## config.mk

```make
export PLATFORM = sky130hd
export DESIGN_NAME = squash_game_ctrl
export DESIGN_NICKNAME = d
export VERILOG_FILES = /design/src/rtl/squash_game_ctrl.sv
export SDC_FILE = /design/constraint.sdc
export NUM_CORES = 1
export LEC_CHECK = 0
export BUFFER_PORTS_ARGS = -buffer_cell sky130_fd_sc_hd__buf_2
export CAP_MARGIN = 10
export CELL_PAD_IN_SITES_DETAIL_PLACEMENT = 1
export CELL_PAD_IN_SITES_GLOBAL_PLACEMENT = 1
export CORE_ASPECT_RATIO = 1.2
export CORE_MARGIN = 3
export CORE_UTILIZATION = 46
export DETAILED_ROUTE_END_ITERATION = 10
export GPL_ROUTABILITY_DRIVEN = 0
export PLACE_DENSITY = 0.94
export SLEW_MARGIN = 40
export SYNTH_ARGS = -nofsm -noshare
export SYNTH_HDL_FRONTEND = slang
export SYNTH_SLANG_ARGS = --single-unit
```

## constraint.sdc

```tcl
create_clock -name clk -period 3.41 [get_ports clk]
set_input_delay 0.1705 -clock clk [delete_from_list [all_inputs] [get_ports clk]]
set_output_delay 0.1705 -clock clk [all_outputs]
set_load 0.005 [all_outputs]
```

## src/rtl/squash_game_ctrl.sv

```systemverilog
// Game-flow sequencer for solo squash: serve/play/miss flow, BCD score, lives, tones.
// Define HISCORE_EN to build the BCD high-score register.
module squash_game_ctrl #(
  parameter int LIVES        = 3,
  parameter int SERVE_FRAMES = 30,
  parameter int MISS_FRAMES  = 45,
  parameter int HIT_FRAMES   = 4
) (
  input  logic       clk,
  input  logic       rst_n,
  input  logic       frame_tick,
  input  logic       start_btn,
  input  logic       pause_btn,
  input  logic       hit,
  input  logic       miss,
  output logic       run,
  output logic       serve,
  output logic [2:0] state,
  output logic [7:0] score,
  output logic [1:0] lives,
  output logic [7:0] hiscore,
  output logic       tone_en,
  output logic       tone_sel
);

  typedef enum logic [2:0] {
    S_IDLE   = 3'd0,
    S_SERVE  = 3'd1,
    S_PLAY   = 3'd2,
    S_PAUSED = 3'd3,
    S_MISS   = 3'd4,
    S_OVER   = 3'd5
  } state_t;

  localparam logic [5:0] SERVE_LAST = 6'(SERVE_FRAMES - 1);
  localparam logic [5:0] MISS_LAST  = 6'(MISS_FRAMES - 1);
  localparam logic [5:0] HIT_LAST   = 6'(HIT_FRAMES - 1);
  localparam logic [1:0] LIVES_INIT = 2'(LIVES);

  state_t     st_q, st_d;
  logic [5:0] cnt_q, cnt_d;
  logic [5:0] tcnt_q, tcnt_d;
  logic [7:0] score_q, score_d;
  logic [1:0] lives_q, lives_d;
  logic       ten_q, ten_d;
  logic       tsel_q, tsel_d;
  logic       run_q;
  logic       start_q, pause_q;
  logic       start_rise, pause_rise;
  logic       serve_d;

  function automatic logic [7:0] bcd_inc(input logic [7:0] v);
    if (v == 8'h99)
      return v;
    else if (v[3:0] == 4'd9)
      return {v[7:4] + 4'd1, 4'd0};
    else
      return {v[7:4], v[3:0] + 4'd1};
  endfunction

  assign start_rise = start_btn & ~start_q;
  assign pause_rise = pause_btn & ~pause_q;

  always_comb begin
    st_d    = st_q;
    cnt_d   = cnt_q;
    tcnt_d  = tcnt_q;
    score_d = score_q;
    lives_d = lives_q;
    ten_d   = ten_q;
    tsel_d  = tsel_q;
    serve_d = 1'b0;
    if (start_rise) begin
      st_d    = S_SERVE;
      score_d = 8'h00;
      lives_d = LIVES_INIT;
      cnt_d   = 6'd0;
      tcnt_d  = 6'd0;
      ten_d   = 1'b0;
      tsel_d  = 1'b0;
    end else begin
      unique case (st_q)
        S_SERVE: begin
          if (frame_tick) begin
            if (cnt_q == SERVE_LAST) begin
              serve_d = 1'b1;
              st_d    = S_PLAY;
              cnt_d   = 6'd0;
            end else begin
              cnt_d = cnt_q + 6'd1;
            end
          end
        end
        S_PLAY: begin
          if (miss) begin
            st_d    = S_MISS;
            lives_d = lives_q - 2'd1;
            cnt_d   = 6'd0;
            tcnt_d  = 6'd0;
            ten_d   = 1'b1;
            tsel_d  = 1'b1;
          end else begin
            if (hit) begin
              score_d = bcd_inc(score_q);
              ten_d   = 1'b1;
              tsel_d  = 1'b0;
              tcnt_d  = 6'd0;
            end else if (frame_tick && ten_q && !tsel_q) begin
              if (tcnt_q == HIT_LAST) begin
                ten_d  = 1'b0;
                tcnt_d = 6'd0;
              end else begin
                tcnt_d = tcnt_q + 6'd1;
              end
            end
            if (pause_rise) st_d = S_PAUSED;
          end
        end
        S_PAUSED: begin
          if (pause_rise) st_d = S_PLAY;
        end
        S_MISS: begin
          if (frame_tick) begin
            if (cnt_q == MISS_LAST) begin
              st_d   = (lives_q == 2'd0) ? S_OVER : S_SERVE;
              cnt_d  = 6'd0;
              ten_d  = 1'b0;
              tsel_d = 1'b0;
            end else begin
              cnt_d = cnt_q + 6'd1;
            end
          end
        end
        default: ;
      endcase
    end
  end

  always_ff @(posedge clk or negedge rst_n) begin
    if (!rst_n) begin
      st_q    <= S_IDLE;
      cnt_q   <= 6'd0;
      tcnt_q  <= 6'd0;
      score_q <= 8'h00;
      lives_q <= 2'd0;
      ten_q   <= 1'b0;
      tsel_q  <= 1'b0;
      run_q   <= 1'b0;
      start_q <= 1'b1;
      pause_q <= 1'b1;
    end else begin
      st_q    <= st_d;
      cnt_q   <= cnt_d;
      tcnt_q  <= tcnt_d;
      score_q <= score_d;
      lives_q <= lives_d;
      ten_q   <= ten_d;
      tsel_q  <= tsel_d;
      run_q   <= (st_d == S_PLAY);
      start_q <= start_btn;
      pause_q <= pause_btn;
    end
  end

`ifdef HISCORE_EN
  logic [7:0] hiscore_q;

  // Packed BCD orders the same as binary, so a plain compare works.
  always_ff @(posedge clk or negedge rst_n) begin
    if (!rst_n)
      hiscore_q <= 8'h00;
    else if (st_d == S_OVER && st_q != S_OVER && score_q > hiscore_q)
      hiscore_q <= score_q;
  end

  assign hiscore = hiscore_q;
`else
  assign hiscore = 8'h00;
`endif

  assign run      = run_q;
  assign serve    = serve_d;
  assign state    = st_q;
  assign score    = score_q;
  assign lives    = lives_q;
  assign tone_en  = ten_q;
  assign tone_sel = tsel_q;

endmodule

```

======== Word-level counts from Yosys, hierarchy flattened ========
Cells that the tools add are included.
cells by class
  add/subtract/negate cells ............... 5
  equal/unequal tests ..................... 19
  multiplexer cells ....................... 48
  bitwise gates (word level) .............. 4
  reductions and logical operators ........ 18
operators by type and width
  operator             count
  $mux 6               12
  $mux 8               6
  $mux 3               9
  $pmux 6 s3           1
  $mux 1               14
  $add 6x1->6 const B  2
  $ne 3x3->1 const B   4
  $pmux 3 s4           1
  $reduce_and 4->1     3
  $ne 5x5->1 const B   2
  $reduce_and 5->1     2
  $eq 3x2->1 const B   3
  $add 4x1->4 const B  2
  $eq 8x8->1 const B   1
  $reduce_bool 2->1    4
  $reduce_bool 4->1    2
  $eq 6x2->1 const B   1
  $eq 6x5->1 const B   1
  $eq 6x6->1 const B   1
  $mux 2               3
  $eq 4x4->1 const B   1
  $ne 4x4->1 const B   1
  $pmux 1 s2           2
  $reduce_and 2->1     2
  11 further kinds     14
word-level totals
  flip-flop bits (word level) ............. 30
  input port bits ......................... 7
  output and inout bits ................... 25
  word-level logic and storage cells ...... 105

======== Depth between registers and ports, before layout ========
Gate-level depths: netlist of the first run.
  word-level depth ........................ 7
  depth in mapped cells ................... 7
  gate-level depth less buffers ........... 7

======== Worst setup path after synthesis of the first run ========
OpenSTA, ideal clock, no wires.
  path kind ............................... reg-to-reg
  start point ............................. register st_q[0], in the netlist state[0]
  end point ............................... register tcnt_q[3]
  library setup time ...................... 0.092 ns
  arrival ................................. 1.699 ns
  data required time ...................... 3.318 ns
  path slack .............................. 1.620 ns
  cell stages (with the launch flop) ...... 7
  path buffers ............................ 1
  period minus slack after synthesis ...... 1.790 ns
  cells stage by stage .................... dfrtp_1 buf_2 nor3b_2 a21boi_2 nor2_2 or3_4 o31ai_2
on the way
  longest elaborated chain between the ends .. 3
RTL lines
  element                      RTL line  text
  start, declared              40        state_t st_q, st_d;
  start signal, assigned       152       st_q <= st_d;
  $eq 3x2->1                   82        unique case (st_q)
  $reduce_bool 2->1 (no line)  -
  $reduce_and 2->1 (no line)   -
  end signal, assigned         154       tcnt_q <= tcnt_d;
  end, declared                42        logic [5:0] tcnt_q, tcnt_d;
No other way between the ends.
A chain may end at the register's enable or synchronous reset.

======== Worst setup path in the final report of the first run ========
  start point ............................. register st_q[2], in the netlist state[2]
  end point ............................... register cnt_q[2]
on the way
  longest elaborated chain between the ends .. 3
  elaborated cells on any way between the ends .. 10
  those cells by class .................... eq/ne: 6; mux: 2; reduce/logical: 2
RTL lines
  element                                               RTL line  text
  $eq 3x2->1 (tied with other cells)                    82
  $ne 3x3->1 (no line) (tied with other cells)          -
  $reduce_and 4->1 (no line) or $mux 6 (tied branches)  -
  end signal, assigned                                  153       cnt_q <= cnt_d;
  end, declared                                         41        logic [5:0] cnt_q, cnt_d;
Parallel ways exist; a longest one is shown, timed or not.

==> qor.yml, run 1 <==
outcome: "complete, no violations"
cts_made_buffers: 5
cts_tree: "yes"
synthTopCellsByArea: "dfrtp_1 (37%), ha_1 (5.9%), nand2_1 (3.9%)"
htreeDepth: 2
synthSimpleGateAreaFrac_pct: 29.6
synth_xor_area_share_pct: 2.29
power.total_mw: 1.06
rsz0062_at_grt: "no"
synthCells: 211
initial_utilization_pct: 48.2
insertion_delay_ps: 290
dp_hpwl_um: 3460
critPathSlowestCell: "dfrtp_1"
die_x_um: 64.9
synthDistinctLibCells: 55
vias_per_cell: 5.71
io_pins: 32
p_per_area_mw_per_mm2: 495
layout-drive-gt1-share_pct: 18.1
grt_pass1_wl_um: 8090
seq_area_frac_synth_pct: 39.4
clock-sinks: 30
synth_top_flop_cell: "dfrtp_1"
crit_path_start_kind: "flip-flop"
synth.cell_area_mm2: 0.00191
synth_compound_area_share_pct: 14.8
ff2ff_setup_slack_ps: 1390
finalCriticalPeriod_ps: 2020
drv_cap: 0
route.detailed.wl_per_inst_um: 16.1
max_stage_delay_ps: 610
r2r-start: "state[2]$_DFF_PN0_"
worstMarginPinSlew_ps: 686
drt_iter0_drc: 66
port_buffers: 23
drcViolationCount: 0
clk_pin_slew_ps: 60
fill_cells: 497
hold_path_class: "in -> reg"
grt_max_degree: 31
critical_path_arrival_ps: 2230
fmax_ghz: 0.495
min_to: "start_q$_DFF_PN1_"
synth-seq-cells: 30
core.rowCount: 25
postCtsSetupRepairBufs: 0
clk_path_buf_depth: 2
synthMuxAreaShare_pct: 1.05
leakagePower_nw: 0.987
hold_path_depth: 1
skew_ps: 12.0
r2r_end: "cnt_q[2]$_DFFE_PN0P_"
firstDrtPassIters: 4
end_kind: "flip-flop"
r2r_cells: 5
finalCritPeriodShare_pct: 59.3
crit_type: "reg -> reg"
worstSetupStartpoint: "state[2]$_DFF_PN0_"
area_delta_synth_final_pct: 11.6
vias: 1666
avgSynthCellArea_um2: 9.07
antenna_found_initial: 0
yosysTopAreaCell: "dfrtp_1"
design.core.area_mm2: 0.00397
yosys_warnings: 0
first_global_vias: 1728
slew-limit-headroom_pct: 54.3
cts-root-buf: "clkbuf_8"
ir_drop_v: 0.000317
hp-start: "start_btn"
hold_violations: 0
synth_edf_count: 0
setup_tns_ps: 0
yosys.area_share.adder_pct: 5.89
overflow: 0
worstPathMaxFanout: 16
synthArstFlopShare_pct: 100
synth.top_cell.area_share_pct: 36.6
die_y_um: 76.6
postRouteAntennaNets: 0
setup_viol: 0
die_area_mm2: 0.00497
path_cells: "nor4bb_1, or3_1, nor2_1, or4b_1, nand3_1"
routed_wl_um: 4710
synth_top_family_by_area: "simple AND/OR/NAND/NOR gates"
cp.required_ps: 3620
finalMaxSlewViolations: 0
insertedDiodeCount: 0
grt_usage_pct: 20.6
final_nets: 253
registers in the layout, indices dropped and copies added (netlist names), 2 cells and up:
signal / flops
lives: 2
cnt_q: 6
score: 8
tcnt_q: 6
state: 3
power by group:
group	total, mW	internal [mW]	leakage [nW]	switching [mW]
combinational	0.312	0.129	0.564	0.183
sequential	0.473	0.400	0.378	0.0733
clock	0.272	0.141	0.0450	0.131
total	1.06	0.669	0.987	0.387
final cells by class:
type	instances	area [um^2]	share of cell area [%]
Clock buffer	6	72.6	3.40
Clock inverter	2	10.0	0.469
Inverter	9	33.8	1.58
Multi-Input combinational cell	165	1060	49.4
Sequential cell	30	753	35.3
Tap cell	54	67.6	3.16
Timing Repair Buffer	26	143	6.68
worst max-delay path: cells and delay by family (launching register included):
kind	cells	cell delay [ps]
DFF	1	610
and+or+nand+nor	5	1350
synthesized netlist by cell type, drive strengths merged, types with 4 or more instances:
cell	count
a21oi	10
a31oi	5
buf	13
dfrtp	28
ha	9
inv	9
nand2	20
nand2b	7
nand3	14
nand3b	5
nor2	15
nor3	7
nor4	4
o21ai	13
timing repair:
action	in CTS	in global routing
hold buffers	2	0
hold endpoints to repair	29	0
resized for setup	0	0
worst max-delay path by stage:
stage / end / slack, ps
floorplan: tcnt_q[3]$_DFFE_PN0P_ / 1620
global placement: tcnt_q[3]$_DFFE_PN0P_ / 1490
detailed placement: cnt_q[2]$_DFFE_PN0P_ / 1410
CTS: cnt_q[2]$_DFFE_PN0P_ / 1400
global route: cnt_q[2]$_DFFE_PN0P_ / 1210
finish: cnt_q[2]$_DFFE_PN0P_ / 1390
per-layer routing:
metal	share of wire (%)	track usage (%)	routed length, um	vias up
met3	4.7	4.72	220	9
li1	-	-	-	801
met5	0	0	0	-
met4	2.3	9.09	108	0
met2	51	34.9	2390	42
met1	42	24.4	1990	814
logic make-up after synthesis:
| family | after synthesis |
|---|---|
| multiplexers | 2 |
| XOR/XNOR | 5 |
| adder cells (fa/ha/maj) | 9 |
| buffers and inverters | 23 |
| flip-flops | 30 |
| AO/OA/AOI/OAI | 44 |
| other | 1 |
| AND/OR/NAND/NOR | 97 |
cells in the final DEF, fill, tap and decap left out, drive strengths merged, types with 2 or more instances in the layout:
cell type / count
dfrtp: 28
buf: 24
nand2: 20
nor2: 15
nand3: 14
o21ai: 13
a21oi: 10
inv: 9
ha: 9
conb: 8
nand2b: 7
nor3: 7
clkbuf: 6
nand3b: 5
a31oi: 5
nor4: 4
o41ai: 3
o211ai: 3
xnor2: 3
and4bb: 3
or3: 3
or4: 2
nor2b: 2
a21o: 2
nor3b: 2
and3: 2
nand4: 2
xor2: 2
mux2i: 2
clkinv: 2
dlygate4sd3: 2
dfstp: 2
or2: 2
stage by stage:
stage | area [um^2] | std cells | worst slack [ps] | utilization (%) | hold WS (ps)
finish | 2140 | 292 | 1390 | 53.8 | 10.1
global route | 2140 | 292 | 1210 | 53.8 | 10.9
CTS | 2140 | 292 | 1400 | 53.8 | 2.62
detailed placement | 2030 | 282 | 1410 | 51.2 | 245
global placement | 2030 | 282 | 1490 | 51.2 | 243
floorplan | 1940 | 218 | 1620 | - | -125
(Power assumes the default switching activity.)
==> run 2, diff against run 1 <==
- ABC_AREA: not set -> 1
- CORE_UTILIZATION: 46 -> 41
- PLACE_DENSITY: 0.94 -> 0.89
- clock period: 3.41 -> 2.1 ns (I/O delays scaled with it)
==> run 2 against run 1 <==
Sequential power is 86% higher. Synthesized cell count is 27% higher. Cell area is 5.5% higher. Clock-buffer cell count is 1 lower. Combinational power grew to 3.0 times the previous value. Routed wire length is 3.5% higher. Non-clock buffer count stayed put. Largest cell class unchanged.
==> qor.yml, run 2 <==
outcome: "complete, no violations"
cts_tree: "yes"
synth_most_common_cell: "nand2_1"
io_pins: 32
final_common_cell: "nand2_1"
worstSetupStartpoint: "cnt_q[1]$_DFFE_PN0P_"
core.rowCount: 27
synthDistinctLibCells: 33
worstMarginPinSlew_ps: 684
ir_drop_v: 0.000526
cp.required_ps: 2000
top_usage_layer: "met2"
synthArstFlopShare_pct: 100
yosys_warnings: 0
layout_common_cells: "nand2_1 (63), inv_1 (42), dfrtp_1 (28), buf_2 (23), nand3_1 (22)"
first_global_vias: 1967
die_y_um: 82.4
synthTopCellsByArea: "dfrtp_1 (35%), nand2_1 (12%), inv_1 (7.9%)"
postCtsSetupRepairBufs: 0
finalCritPeriodShare_pct: 80.5
grt_max_degree: 31
vias: 1845
postRouteAntennaNets: 0
cts_made_buffers: 5
slew-limit-headroom_pct: 54.4
synthCells: 268
avgSynthCellArea_um2: 7.45
r2r_cells: 8
critical_path_arrival_ps: 1590
vias_per_cell: 5.17
routed_wl_um: 4880
die_area_mm2: 0.00574
crit_type: "reg -> out"
hold_violations: 0
antenna_found_initial: 0
drt_iter0_drc: 123
drv_cap: 0
cts-root-buf: "clkbuf_8"
r2r_end: "score[4]$_DFFE_PN0P_"
ctsHoldBuffers: 3
design.core.area_mm2: 0.00463
fin_ws_ps: 410
grt_usage_pct: 19.2
route.detailed.wl_per_inst_um: 13.7
clk_pin_slew_ps: 60
area_delta_synth_final_pct: 12.9
crit_path_end: "serve"
clock-sinks: 30
cts_resized: 0
firstDrtPassIters: 4
synth.cell_area_mm2: 0.00200
grt_pass1_wl_um: 8910
synth-seq-cells: 30
synth_edf_count: 0
crit_path_start_kind: "flip-flop"
grt_use_met3_pct: 4.12
yosys-top-cells-count: "nand2_1 (63), inv_1 (42), dfrtp_1 (28)"
htreeDepth: 2
dp_hpwl_um: 3750
p_per_area_mw_per_mm2: 1010
hold_path_class: "in -> reg"
skew_ps: 9.55
insertion_delay_ps: 280
synth_top_flop_cell: "dfrtp_1"
overflow: 0
setup_viol: 0
yosysTopAreaCell: "dfrtp_1"
grt_util_met1_pct: 22.3
drcViolationCount: 0
finalMaxSlewViolations: 0
die_x_um: 69.7
initial_utilization_pct: 43.1
fmax_ghz: 0.592
insertedDiodeCount: 0
r2r-start: "start_q$_DFF_PN1_"
leakagePower_nw: 1.25
seq_area_frac_synth_pct: 37.7
gr-usage-met2_pct: 34.4
rsz0062_at_grt: "no"
finalCriticalPeriod_ps: 1690
clk_path_buf_depth: 2
setup_tns_ps: 0
preCtsSetupSlack_ps: 479
final_nets: 315
synth.top_cell.area_share_pct: 35.1
port_buffers: 23
layout-drive-gt1-share_pct: 19.1
end_kind: "primary output"
whs_ps: 266
largest_register_ffs: 8
worstPathMaxFanout: 4
ff2ff_setup_slack_ps: 490
[run 2: cell count changes after synthesis, moves of 4 or more]
cell / delta
a31oi_1: -5
nand4_1: +9
nand3_1: +8
inv_2: +6
nand2_2: +5
nor2_1: +4
nand2b_1: -7
o21ai_0: +10
a21oi_1: -8
nand2_1: +43
nor3_1: -4
inv_1: +33
[run 2: worst min path at each step]
stage,cells past startpoint,slack [ps],end,start
floorplan,0,-190,cnt_q[0]$_DFFE_PN0P_,rst_n
global placement,1,190,tcnt_q[4]$_DFFE_PN0P_,rst_n
detailed placement,1,200,tcnt_q[4]$_DFFE_PN0P_,rst_n
CTS,4,260,score[0]$_DFFE_PN0P_,miss
global route,4,300,lives[1]$_DFFE_PN0P_,miss
finish,4,270,state[0]$_DFF_PN0_,frame_tick
[run 2: logic make-up after synthesis]
logic type               count (synthesis)  synth area share [%]
AND/OR/NAND/NOR                        136                  33.2
buffers and inverters                   57                  12.3
flip-flops                              30                  37.7
AO/OA/AOI/OAI                           29                  8.21
adder cells (fa/ha/maj)                  9                  5.64
XOR/XNOR                                 5                  2.19
other                                    1                 0.188
multiplexers                             1                 0.502
[run 2: area by class of cell]
type,instances,area (um^2)
clock buffers,5,68.8
well taps,58,72.6
fillers,617,2370
flip-flops and latches,30,753
inverters,48,180
multi-input cells,188,1020
repair buffers,26,145
clock inverters,2,10.0
[run 2: metrics by stage]
stage | instances | power, mW | cell area, um^2 | utilization [%]
2_1_floorplan | 275 | 1.54 | 2020 | -
3_3_place_gp | 347 | 1.79 | 2140 | 46.3
3_5_place_dp | 347 | 1.84 | 2140 | 46.3
4_1_cts | 357 | 2.31 | 2250 | 48.7
5_1_grt | 357 | 2.50 | 2250 | 48.7
6_report | 357 | 2.27 | 2250 | 48.7
[run 2: critical path, cell delays in order (launching register included)]
cell and delay, ps:
dfrtp_1 410, inv_1 120, ha_1 160, nand2_1 90, nor2_2 180, nand3_1 120
nor2_1 120, buf_2 120
[run 2: power breakdown]
| group | total, mW | internal (mW) | switching, mW |
|---|---|---|---|
| clock network | 0.441 | 0.222 | 0.219 |
| registers | 0.879 | 0.719 | 0.160 |
| logic | 0.950 | 0.343 | 0.607 |
| total | 2.27 | 1.28 | 0.986 |
[run 2: layer usage]
metal | up-vias | share of wire (%)
met5 | - | 0
met3 | 14 | 2.9
li1 | 902 | -
met4 | 0 | 3.3
met2 | 35 | 52
met1 | 894 | 42
